## src/rtl/register_file_mp_pkg.sv

```systemverilog
// Shared constants, select type and index validity helper for the register file.
package regfile_pkg;

    localparam int unsigned SEL_W   = 4;
    localparam int unsigned NUM_IDX = 1 << SEL_W;

    typedef logic [SEL_W-1:0] sel_t;

    localparam sel_t SP_IDX = 4'd13;
    localparam sel_t LR_IDX = 4'd14;

    // An index is backed by storage if it is a GPR, SP or LR.
    function automatic logic is_valid_idx(input sel_t sel, input int unsigned num_gpr);
        return (32'(sel) < num_gpr) || (sel == SP_IDX) || (sel == LR_IDX);
    endfunction

endpackage

```

## src/rtl/register_file_mp_if.sv

```systemverilog
// Decode/writeback-facing bus of the multi-port register file.
interface register_file_mp_if #(
    parameter int unsigned DATA_W = 32,
    parameter int unsigned NUM_RD = 2,
    parameter int unsigned SEL_W  = 4
);
    logic                       stall_i;
    logic [NUM_RD*SEL_W-1:0]    rd_sel_i;
    logic [NUM_RD*DATA_W-1:0]   rd_data_o;
    logic [NUM_RD-1:0]          rd_ready_o;
    logic [1:0]                 wr_en_i;
    logic [2*SEL_W-1:0]         wr_sel_i;
    logic [2*DATA_W-1:0]        wr_data_i;
    logic                       sp_wr_en_i;
    logic [DATA_W-1:0]          sp_data_i;
    logic                       claim_en_i;
    logic [SEL_W-1:0]           claim_sel_i;
    logic [(1<<SEL_W)-1:0]      busy_o;

    modport master (
        output stall_i, rd_sel_i, wr_en_i, wr_sel_i, wr_data_i,
               sp_wr_en_i, sp_data_i, claim_en_i, claim_sel_i,
        input  rd_data_o, rd_ready_o, busy_o
    );

    modport slave (
        input  stall_i, rd_sel_i, wr_en_i, wr_sel_i, wr_data_i,
               sp_wr_en_i, sp_data_i, claim_en_i, claim_sel_i,
        output rd_data_o, rd_ready_o, busy_o
    );
endinterface

```

## src/rtl/register_file_mp_scoreboard.sv

```systemverilog
// Pending-write scoreboard: writebacks clear, decode claims set, claims win ties.
module reg_scoreboard
    import regfile_pkg::*;
#(
    parameter int unsigned NUM_GPR = 8
) (
    input  logic               clk,
    input  logic               rst,
    input  logic [1:0]         wr_en_i,
    input  logic [2*SEL_W-1:0] wr_sel_i,
    input  logic               sp_wr_en_i,
    input  logic               claim_en_i,
    input  sel_t               claim_sel_i,
    output logic [NUM_IDX-1:0] busy_o,
    output logic [NUM_IDX-1:0] busy_clr_c
);

    logic [NUM_IDX-1:0] busy_q;
    logic [NUM_IDX-1:0] busy_d;

    // Clears first (used for read readiness), then the claim on top.
    always_comb begin
        busy_clr_c = busy_q;
        for (int w = 0; w < 2; w++) begin
            if (wr_en_i[w] && is_valid_idx(sel_t'(wr_sel_i[w*SEL_W +: SEL_W]), NUM_GPR)) begin
                busy_clr_c[wr_sel_i[w*SEL_W +: SEL_W]] = 1'b0;
            end
        end
        if (sp_wr_en_i) begin
            busy_clr_c[SP_IDX] = 1'b0;
        end
        busy_d = busy_clr_c;
        if (claim_en_i && is_valid_idx(claim_sel_i, NUM_GPR)) begin
            busy_d[claim_sel_i] = 1'b1;
        end
    end

    // Busy vector register.
    always_ff @(posedge clk) begin
        if (rst) busy_q <= '0;
        else     busy_q <= busy_d;
    end

    assign busy_o = busy_q;

endmodule

```

## src/rtl/register_file_mp.sv

```systemverilog
// Multi-port register file: GPRs + SP/LR, write-first bypass, registered reads.
module register_file_mp
    import regfile_pkg::*;
#(
    parameter int unsigned       DATA_W   = 32,
    parameter int unsigned       NUM_GPR  = 8,
    parameter int unsigned       NUM_RD   = 2,
    parameter logic [DATA_W-1:0] SP_RESET = 32'h0000_1FFE,
    parameter logic [DATA_W-1:0] LR_RESET = 32'h0000_0000
) (
    input  logic               clk,
    input  logic               rst,
    register_file_mp_if.slave  bus
);

    logic [DATA_W-1:0]  regs_q [NUM_IDX];
    logic [DATA_W-1:0]  regs_d [NUM_IDX];
    logic [NUM_IDX-1:0] busy_clr_c;

    reg_scoreboard #(.NUM_GPR(NUM_GPR)) u_scoreboard (
        .clk         (clk),
        .rst         (rst),
        .wr_en_i     (bus.wr_en_i),
        .wr_sel_i    (bus.wr_sel_i),
        .sp_wr_en_i  (bus.sp_wr_en_i),
        .claim_en_i  (bus.claim_en_i),
        .claim_sel_i (bus.claim_sel_i),
        .busy_o      (bus.busy_o),
        .busy_clr_c  (busy_clr_c)
    );

    // Post-write register image; later assignments carry higher priority.
    always_comb begin
        regs_d = regs_q;
        for (int w = 0; w < 2; w++) begin
            if (bus.wr_en_i[w] && is_valid_idx(sel_t'(bus.wr_sel_i[w*SEL_W +: SEL_W]), NUM_GPR)) begin
                regs_d[bus.wr_sel_i[w*SEL_W +: SEL_W]] = bus.wr_data_i[w*DATA_W +: DATA_W];
            end
        end
        if (bus.sp_wr_en_i) begin
            regs_d[SP_IDX] = bus.sp_data_i;
        end
    end

    // Register storage.
    always_ff @(posedge clk) begin
        if (rst) begin
            for (int i = 0; i < int'(NUM_IDX); i++) begin
                if (sel_t'(i) == SP_IDX)      regs_q[i] <= SP_RESET;
                else if (sel_t'(i) == LR_IDX) regs_q[i] <= LR_RESET;
                else                          regs_q[i] <= '0;
            end
        end else begin
            regs_q <= regs_d;
        end
    end

    for (genvar p = 0; p < NUM_RD; p++) begin : g_rd
        sel_t              sel;
        logic [DATA_W-1:0] data_q;
        logic [DATA_W-1:0] data_d;
        logic              ready_q;
        logic              ready_d;

        assign sel = sel_t'(bus.rd_sel_i[p*SEL_W +: SEL_W]);

        // Read port: bypassed data and post-clear readiness, held under stall.
        always_comb begin
            data_d  = data_q;
            ready_d = ready_q;
            if (!bus.stall_i) begin
                if (is_valid_idx(sel, NUM_GPR)) begin
                    data_d  = regs_d[sel];
                    ready_d = ~busy_clr_c[sel];
                end else begin
                    data_d  = '0;
                    ready_d = 1'b1;
                end
            end
        end

        // Read output registers.
        always_ff @(posedge clk) begin
            if (rst) begin
                data_q  <= '0;
                ready_q <= 1'b0;
            end else begin
                data_q  <= data_d;
                ready_q <= ready_d;
            end
        end

        assign bus.rd_data_o[p*DATA_W +: DATA_W] = data_q;
        assign bus.rd_ready_o[p]                 = ready_q;
    end

endmodule

```

## src/flat_wrapper.sv

```systemverilog
// flat-port wrapper written by rule: the top's interface ports become plain ports
module register_file_mp_flat import regfile_pkg::*;
#(
    parameter int unsigned       DATA_W   = 32,
    parameter int unsigned       NUM_GPR  = 8,
    parameter int unsigned       NUM_RD   = 2,
    parameter logic [DATA_W-1:0] SP_RESET = 32'h0000_1FFE,
    parameter logic [DATA_W-1:0] LR_RESET = 32'h0000_0000
)
  (clk, rst, bus_stall_i, bus_rd_sel_i, bus_wr_en_i, bus_wr_sel_i, bus_wr_data_i, bus_sp_wr_en_i, bus_sp_data_i, bus_claim_en_i, bus_claim_sel_i, bus_rd_data_o, bus_rd_ready_o, bus_busy_o);
  register_file_mp_if #(.DATA_W(DATA_W), .NUM_RD(NUM_RD), .SEL_W(4)) bus_i ();
  input  logic clk;
  input  logic rst;
  input wire logic [$bits(bus_i.stall_i)-1:0] bus_stall_i;
  input wire logic [$bits(bus_i.rd_sel_i)-1:0] bus_rd_sel_i;
  input wire logic [$bits(bus_i.wr_en_i)-1:0] bus_wr_en_i;
  input wire logic [$bits(bus_i.wr_sel_i)-1:0] bus_wr_sel_i;
  input wire logic [$bits(bus_i.wr_data_i)-1:0] bus_wr_data_i;
  input wire logic [$bits(bus_i.sp_wr_en_i)-1:0] bus_sp_wr_en_i;
  input wire logic [$bits(bus_i.sp_data_i)-1:0] bus_sp_data_i;
  input wire logic [$bits(bus_i.claim_en_i)-1:0] bus_claim_en_i;
  input wire logic [$bits(bus_i.claim_sel_i)-1:0] bus_claim_sel_i;
  output wire logic [$bits(bus_i.rd_data_o)-1:0] bus_rd_data_o;
  output wire logic [$bits(bus_i.rd_ready_o)-1:0] bus_rd_ready_o;
  output wire logic [$bits(bus_i.busy_o)-1:0] bus_busy_o;
  assign bus_i.stall_i = bus_stall_i;
  assign bus_i.rd_sel_i = bus_rd_sel_i;
  assign bus_i.wr_en_i = bus_wr_en_i;
  assign bus_i.wr_sel_i = bus_wr_sel_i;
  assign bus_i.wr_data_i = bus_wr_data_i;
  assign bus_i.sp_wr_en_i = bus_sp_wr_en_i;
  assign bus_i.sp_data_i = bus_sp_data_i;
  assign bus_i.claim_en_i = bus_claim_en_i;
  assign bus_i.claim_sel_i = bus_claim_sel_i;
  assign bus_rd_data_o = bus_i.rd_data_o;
  assign bus_rd_ready_o = bus_i.rd_ready_o;
  assign bus_busy_o = bus_i.busy_o;
  register_file_mp #(.DATA_W(DATA_W), .NUM_GPR(NUM_GPR), .NUM_RD(NUM_RD), .SP_RESET(SP_RESET), .LR_RESET(LR_RESET)) u_core (.clk(clk), .rst(rst), .bus(bus_i));
endmodule
```

## config.mk

```make
export PLATFORM = sky130hd
export DESIGN_NAME = register_file_mp_flat
export DESIGN_NICKNAME = d
export VERILOG_FILES = /design/src/rtl/register_file_mp_pkg.sv /design/src/rtl/register_file_mp_if.sv /design/src/rtl/register_file_mp_scoreboard.sv /design/src/rtl/register_file_mp.sv /design/src/flat_wrapper.sv
export SDC_FILE = /design/constraint.sdc
export NUM_CORES = 2
export LEC_CHECK = 0
export ABC_CLOCK_PERIOD_IN_PS = 3500
export CAP_MARGIN = 0
export CELL_PAD_IN_SITES_DETAIL_PLACEMENT = 2
export CELL_PAD_IN_SITES_GLOBAL_PLACEMENT = 2
export CORE_UTILIZATION = 36
export DETAILED_ROUTE_END_ITERATION = 10
export PLACE_DENSITY = 0.83
export RECOVER_POWER = 25
export SYNTH_ARGS = -nofsm -noshare
export SYNTH_HDL_FRONTEND = slang
export SYNTH_HIERARCHICAL = 1
export SYNTH_SLANG_ARGS = --single-unit
```

## constraint.sdc

```tcl
create_clock -name clk -period 3.5 [get_ports clk]
set_clock_uncertainty 0.2 [all_clocks]
set_input_delay 0.7 -clock clk [delete_from_list [all_inputs] [get_ports clk]]
set_output_delay 0.7 -clock clk [all_outputs]
set_load 0.05 [all_outputs]
```

Word level (Yosys, flattened, before mapping)
Cells that the tools add are included.

Order comparisons: 19. Equality and inequality tests: 10. Multiplexer cells: 33. Bitwise operators: 11. Reduce and logical (&&, ||, !) cells: 18.

Operators with widths (count): $bwmux W512 (2); $mux W512 (2); $mux W32 (9); $bmux W32 S4 (2); $demux W32 S4 (2); $mux W16 (3); $eq A4 B4 Y1 const B (10); $and A16 B16 Y16 (2); $not A16 Y16 (2); $lt A4 B5 Y1 const B (5); $ge A5 B5 Y1 const B (4); $lt A4 B4 Y1 const B (5); $not A4 Y5 (4); $or A16 B16 Y16 (1); $demux W1 S4 (3); $ge A4 B1 Y1 const B (3); $logic_or A1 B1 Y1 (10); $lt A5 B1 Y1 const B (2); $bmux W1 S4 (2); $logic_and A1 B1 Y1 (8); $mux W1 (8); $not A1 Y1 (2).

Flip-flop bits (word level): 594. Output and inout port bits: 82. Logic and storage cells: 112.

Depth between registers and ports, before layout
Depth after elaboration: 14. Mapped depth: 10. Mapped depth without buffers: 8.

By module
Netlist, hierarchy kept.

By module, submodules not included: register_file_mp (instances 1, cells an instance 3334, area an instance 24554.8 sq um); reg_scoreboard (instances 1, cells an instance 75, area an instance 744.5 sq um).

Worst setup path before layout
No wires, ideal clock.

Kind: input to register. From: input bus_wr_sel_i[7]. To: register u_core.g_rd[0].data_q[0]. Arrival: 2331 ps. Path slack: 853 ps. Stages: 9. Cell sequence: or3b_1 > buf_2 > buf_6 > buf_2 > nor3_1 > a31oi_1 > a221oi_1 > a21oi_1 > a31o_2.

Longest elaborated chain between the ends: 12.

Ends and longest elaborated chain: start: declaration (RTL line flat_wrapper.sv:17) `input wire logic [$bits(bus_i.wr_sel_i)-1:0] bus_wr_sel_i;`; $not A4 Y5 (implied by the code) (RTL line register_file_mp.sv:37) `regs_d[bus.wr_sel_i[w*SEL_W +: SEL_W]] = bus.wr_data_i[w*DATA_W +: DATA_W];`; $ge A5 B5 Y1 (implied by the code) or $lt A5 B1 Y1 (tied branches) (RTL line register_file_mp.sv:37); $logic_and A1 B1 Y1 (implied by the code) (RTL line register_file_mp.sv:37); $mux W32 (implied by the code) (RTL line register_file_mp.sv:37); $demux W32 S4 (RTL line register_file_mp.sv:37); $bwmux W512 (RTL line register_file_mp.sv:37); $mux W512 * (RTL line register_file_mp.sv:36) `if (bus.wr_en_i[w] && is_valid_idx(sel_t'(bus.wr_sel_i[w*SEL_W +: SEL_W]), NUM_GPR)) begin`; $mux W32 (RTL line register_file_mp.sv:40) `if (bus.sp_wr_en_i) begin`; $bmux W32 S4 * (RTL line register_file_mp.sv:73) `data_d = regs_d[sel];`; $mux W32 (implied by the code) * (2 in series) (RTL line register_file_mp.sv:73); $mux W32 * (RTL line register_file_mp.sv:72) `if (is_valid_idx(sel, NUM_GPR)) begin`; end signal: assignment (RTL line register_file_mp.sv:88) `data_q <= data_d;`; end: declaration (RTL line register_file_mp.sv:60) `logic [DATA_W-1:0] data_q;`.

Every way passes the cells marked *; elsewhere a longest branch is shown, timed or not. The select of a mux whose other input is x is not followed. A chain may end at the register's enable or synchronous reset.

Worst setup path in the final report
From: input bus_wr_en_i[0]. To: register u_core.g_rd[1].data_q[1].

Longest elaborated chain between the ends: 9.

Ends and longest elaborated chain: start: declaration (RTL line flat_wrapper.sv:16) `input wire logic [$bits(bus_i.wr_en_i)-1:0] bus_wr_en_i;`; $logic_and A1 B1 Y1 * (RTL line register_file_mp.sv:36); $mux W512 * (RTL line register_file_mp.sv:36); $bwmux W512 (RTL line register_file_mp.sv:37); $mux W512 * (RTL line register_file_mp.sv:36); $mux W32 (RTL line register_file_mp.sv:40); $bmux W32 S4 * (RTL line register_file_mp.sv:73); $mux W32 (implied by the code) * (2 in series) (RTL line register_file_mp.sv:73); $mux W32 * (RTL line register_file_mp.sv:72); end signal: assignment (RTL line register_file_mp.sv:88); end: declaration (RTL line register_file_mp.sv:60).

Marks and branches as above.

==> results.yml <==
sta:
  rsz0062_at_grt: "false"
  hold_violations: 0
  worst_slack_ns: 0.121
  slew_headroom_pct: -15.1
  max_freq_mhz: 296
  drv_slew: 35
  final.min_clock_period_ns: 3.38
  whs_ns: 0.254
  setup_tns_ns: 0
  tightest_slew_ns: 1.73
  fin_crit_sh_pct: 96.5
  setup_viol: 0
clock_tree:
  post_cts_buffers: 0
  cts_resized: 0
  clock-sinks: 402
  cts_made_buffers: 52
  cts_max_path_buffers: 3
  cts_max_level: 2
  cts_root_buffer: "clkbuf_16"
  cts_tree: "built"
  clk_latency_ns: 0.65
  clkSlewWorstSetupHoldPaths_ns: 0.06
  hold_buffers: 0
layout:
  drive_above_1_share_pct: 14.3
  area_growth_pct: 27.6
  final_util_pct: 46.7
  final_nets: 3680
  fin_area_um2: 32300
  instances_no_fill: 4543
  fillers: 7641
setup_path:
  r2r_cells: 7
  reg2reg_slack_ns: 1.53
  r2r_end: "u_core/g_rd[1].ready_q"
  critical_path_required_ns: 3.83
  cp-end-kind: "flop"
  start_kind: "primary input"
  worstReg2RegStart: "u_core/u_scoreboard/busy_o[6]"
  critPathMaxFanout: 10
  worstPathArrival_ns: 3.71
  critPathKind: "primary input to flop"
grt:
  overflow: 0
  antenna_found_initial: 21
  grt_usage_pct: 46.7
  grt_pass1_vias: 35100
  grt_pass1_wl_um: 245000
  grt_max_degree: 107
job:
  maxCapViolCount: 1
detailed_routing:
  highest_layer: "met5"
  routedWlPerCell_um: 37.8
  dr.pass1.iters: 6
  drt-met1-wl_um: 64200
  drt_iter0_markers: 4102
  vias_per_cell: 7.29
  routed_wl_um: 172000
  ant_nets: 0
  via_count: 33100
  route.met3.wl_um: 18100
  wl_met2_um: 75500
  route.detailed.drc: 0
hold_path:
  hold_depth: 2
  holdPathEnd: "u_core/regs_q[383]"
  hold_path_startpoint: "rst"
  hp-class: "primary input to flop"
floorplan:
  die_w_um: 267
  pin_count: 205
  die_area_um2: 71300
  core_region_area_um2: 69100
  chipHeight_um: 267
  fp-row-count: 96
  start_util_pct: 36.6
placement:
  place_area_um2: 30500
  port_buffers: 204
  dpl.cell_count: 4434
  place_hpwl_um: 110000
  dpl_worst_slack_ns: -0.251
  gp_congestion: 0.953
status:
  violations: "max-capacitance violations, max-slew violations"
  outcome: "finished, violations left"
pwr:
  powerDensity_nw_per_um2: 422
  peakVddDrop_uv: 334
  total_power_mw: 13.6
  leakagePower_nw: 10.9
yosys:
  synthCells: 3403
  synth_area_per_cell_um2: 7.43
  ys_warn_count: 6
  synth.cell_area_um2: 25300
  syn_nets: 3526
-- worst max-delay path, cell delays in order --
cell and delay, ns:
dlygate4sd3_1 0.65, clkbuf_1 0.33, nand2_2 0.31, buf_4 0.27
buf_4 0.19, o21ai_0 0.25, a31oi_1 0.22, a221oi_1 0.42
a21oi_1 0.13, a31o_2 0.23
-- placed cells by master, fill, tap and decap left out, types with 58 or more instances in the layout --
cell type / count
dfxtp_1: 402
clkdlybuf4s50_1: 197
nor2_1: 172
nand2_1: 182
buf_4: 240
buf_12: 84
o21ai_0: 317
nand3_1: 258
nor2b_1: 219
a22oi_1: 68
a311oi_1: 58
a21oi_1: 111
nor3_1: 221
a221oi_1: 66
a31oi_1: 231
nand2b_1: 104
-- sequential cells by signal, summed over array words and instances (netlist names) --
register	flops
u_core/regs_q	320
u_core/u_scoreboard/busy_o	16
u_core/g_rd.data_q	64
u_core/g_rd.ready_q	2
-- how the worst max path moves through the flow --
stage                                end  slack, ns             from  cells after the start
6_report        u_core/g_rd[1].data_q[1]       0.12   bus_wr_en_i[0]                     10
5_1_grt        u_core/g_rd[1].data_q[10]       0.09   bus_wr_en_i[0]                     11
4_1_cts         u_core/g_rd[1].data_q[1]       0.33  bus_wr_sel_i[3]                      9
3_5_place_dp    u_core/g_rd[1].data_q[1]      -0.25   bus_wr_en_i[1]                      9
3_3_place_gp    u_core/g_rd[1].data_q[6]      -0.12  bus_wr_sel_i[3]                     10
2_1_floorplan   u_core/g_rd[0].data_q[0]       0.85  bus_wr_sel_i[7]                      9
-- where the power goes --
part           internal (mW)  total, mW  leakage (nW)  switching [mW]
Clock                   3.31       5.76         0.894            2.46
Sequential              4.77       4.90          3.28           0.131
Combinational          0.948       2.95          6.76            2.00
Total                   9.02       13.6          10.9            4.59
-- final cells by class --
cell class | count | area, µm² | share of cell area (%)
multi-input combinational | 2527 | 15500 | 48.1
clock inverter | 16 | 146 | 0.454
tap | 931 | 1160 | 3.61
sequential | 402 | 8050 | 24.9
clock buffer | 80 | 1650 | 5.10
antenna | 13 | 32.5 | 0.101
inverter | 30 | 113 | 0.349
timing repair buffer | 544 | 5600 | 17.4
-- routing by layer --
| layer | vias up | track usage, % |
|---|---|---|
| met1 | 16700 | 55.7 |
| met5 | - | 0 |
| met4 | 6 | 36.5 |
| li1 | 13100 | - |
| met3 | 807 | 11.2 |
| met2 | 2509 | 72.0 |
No activity file was read; power rests on OpenSTA's default activity.
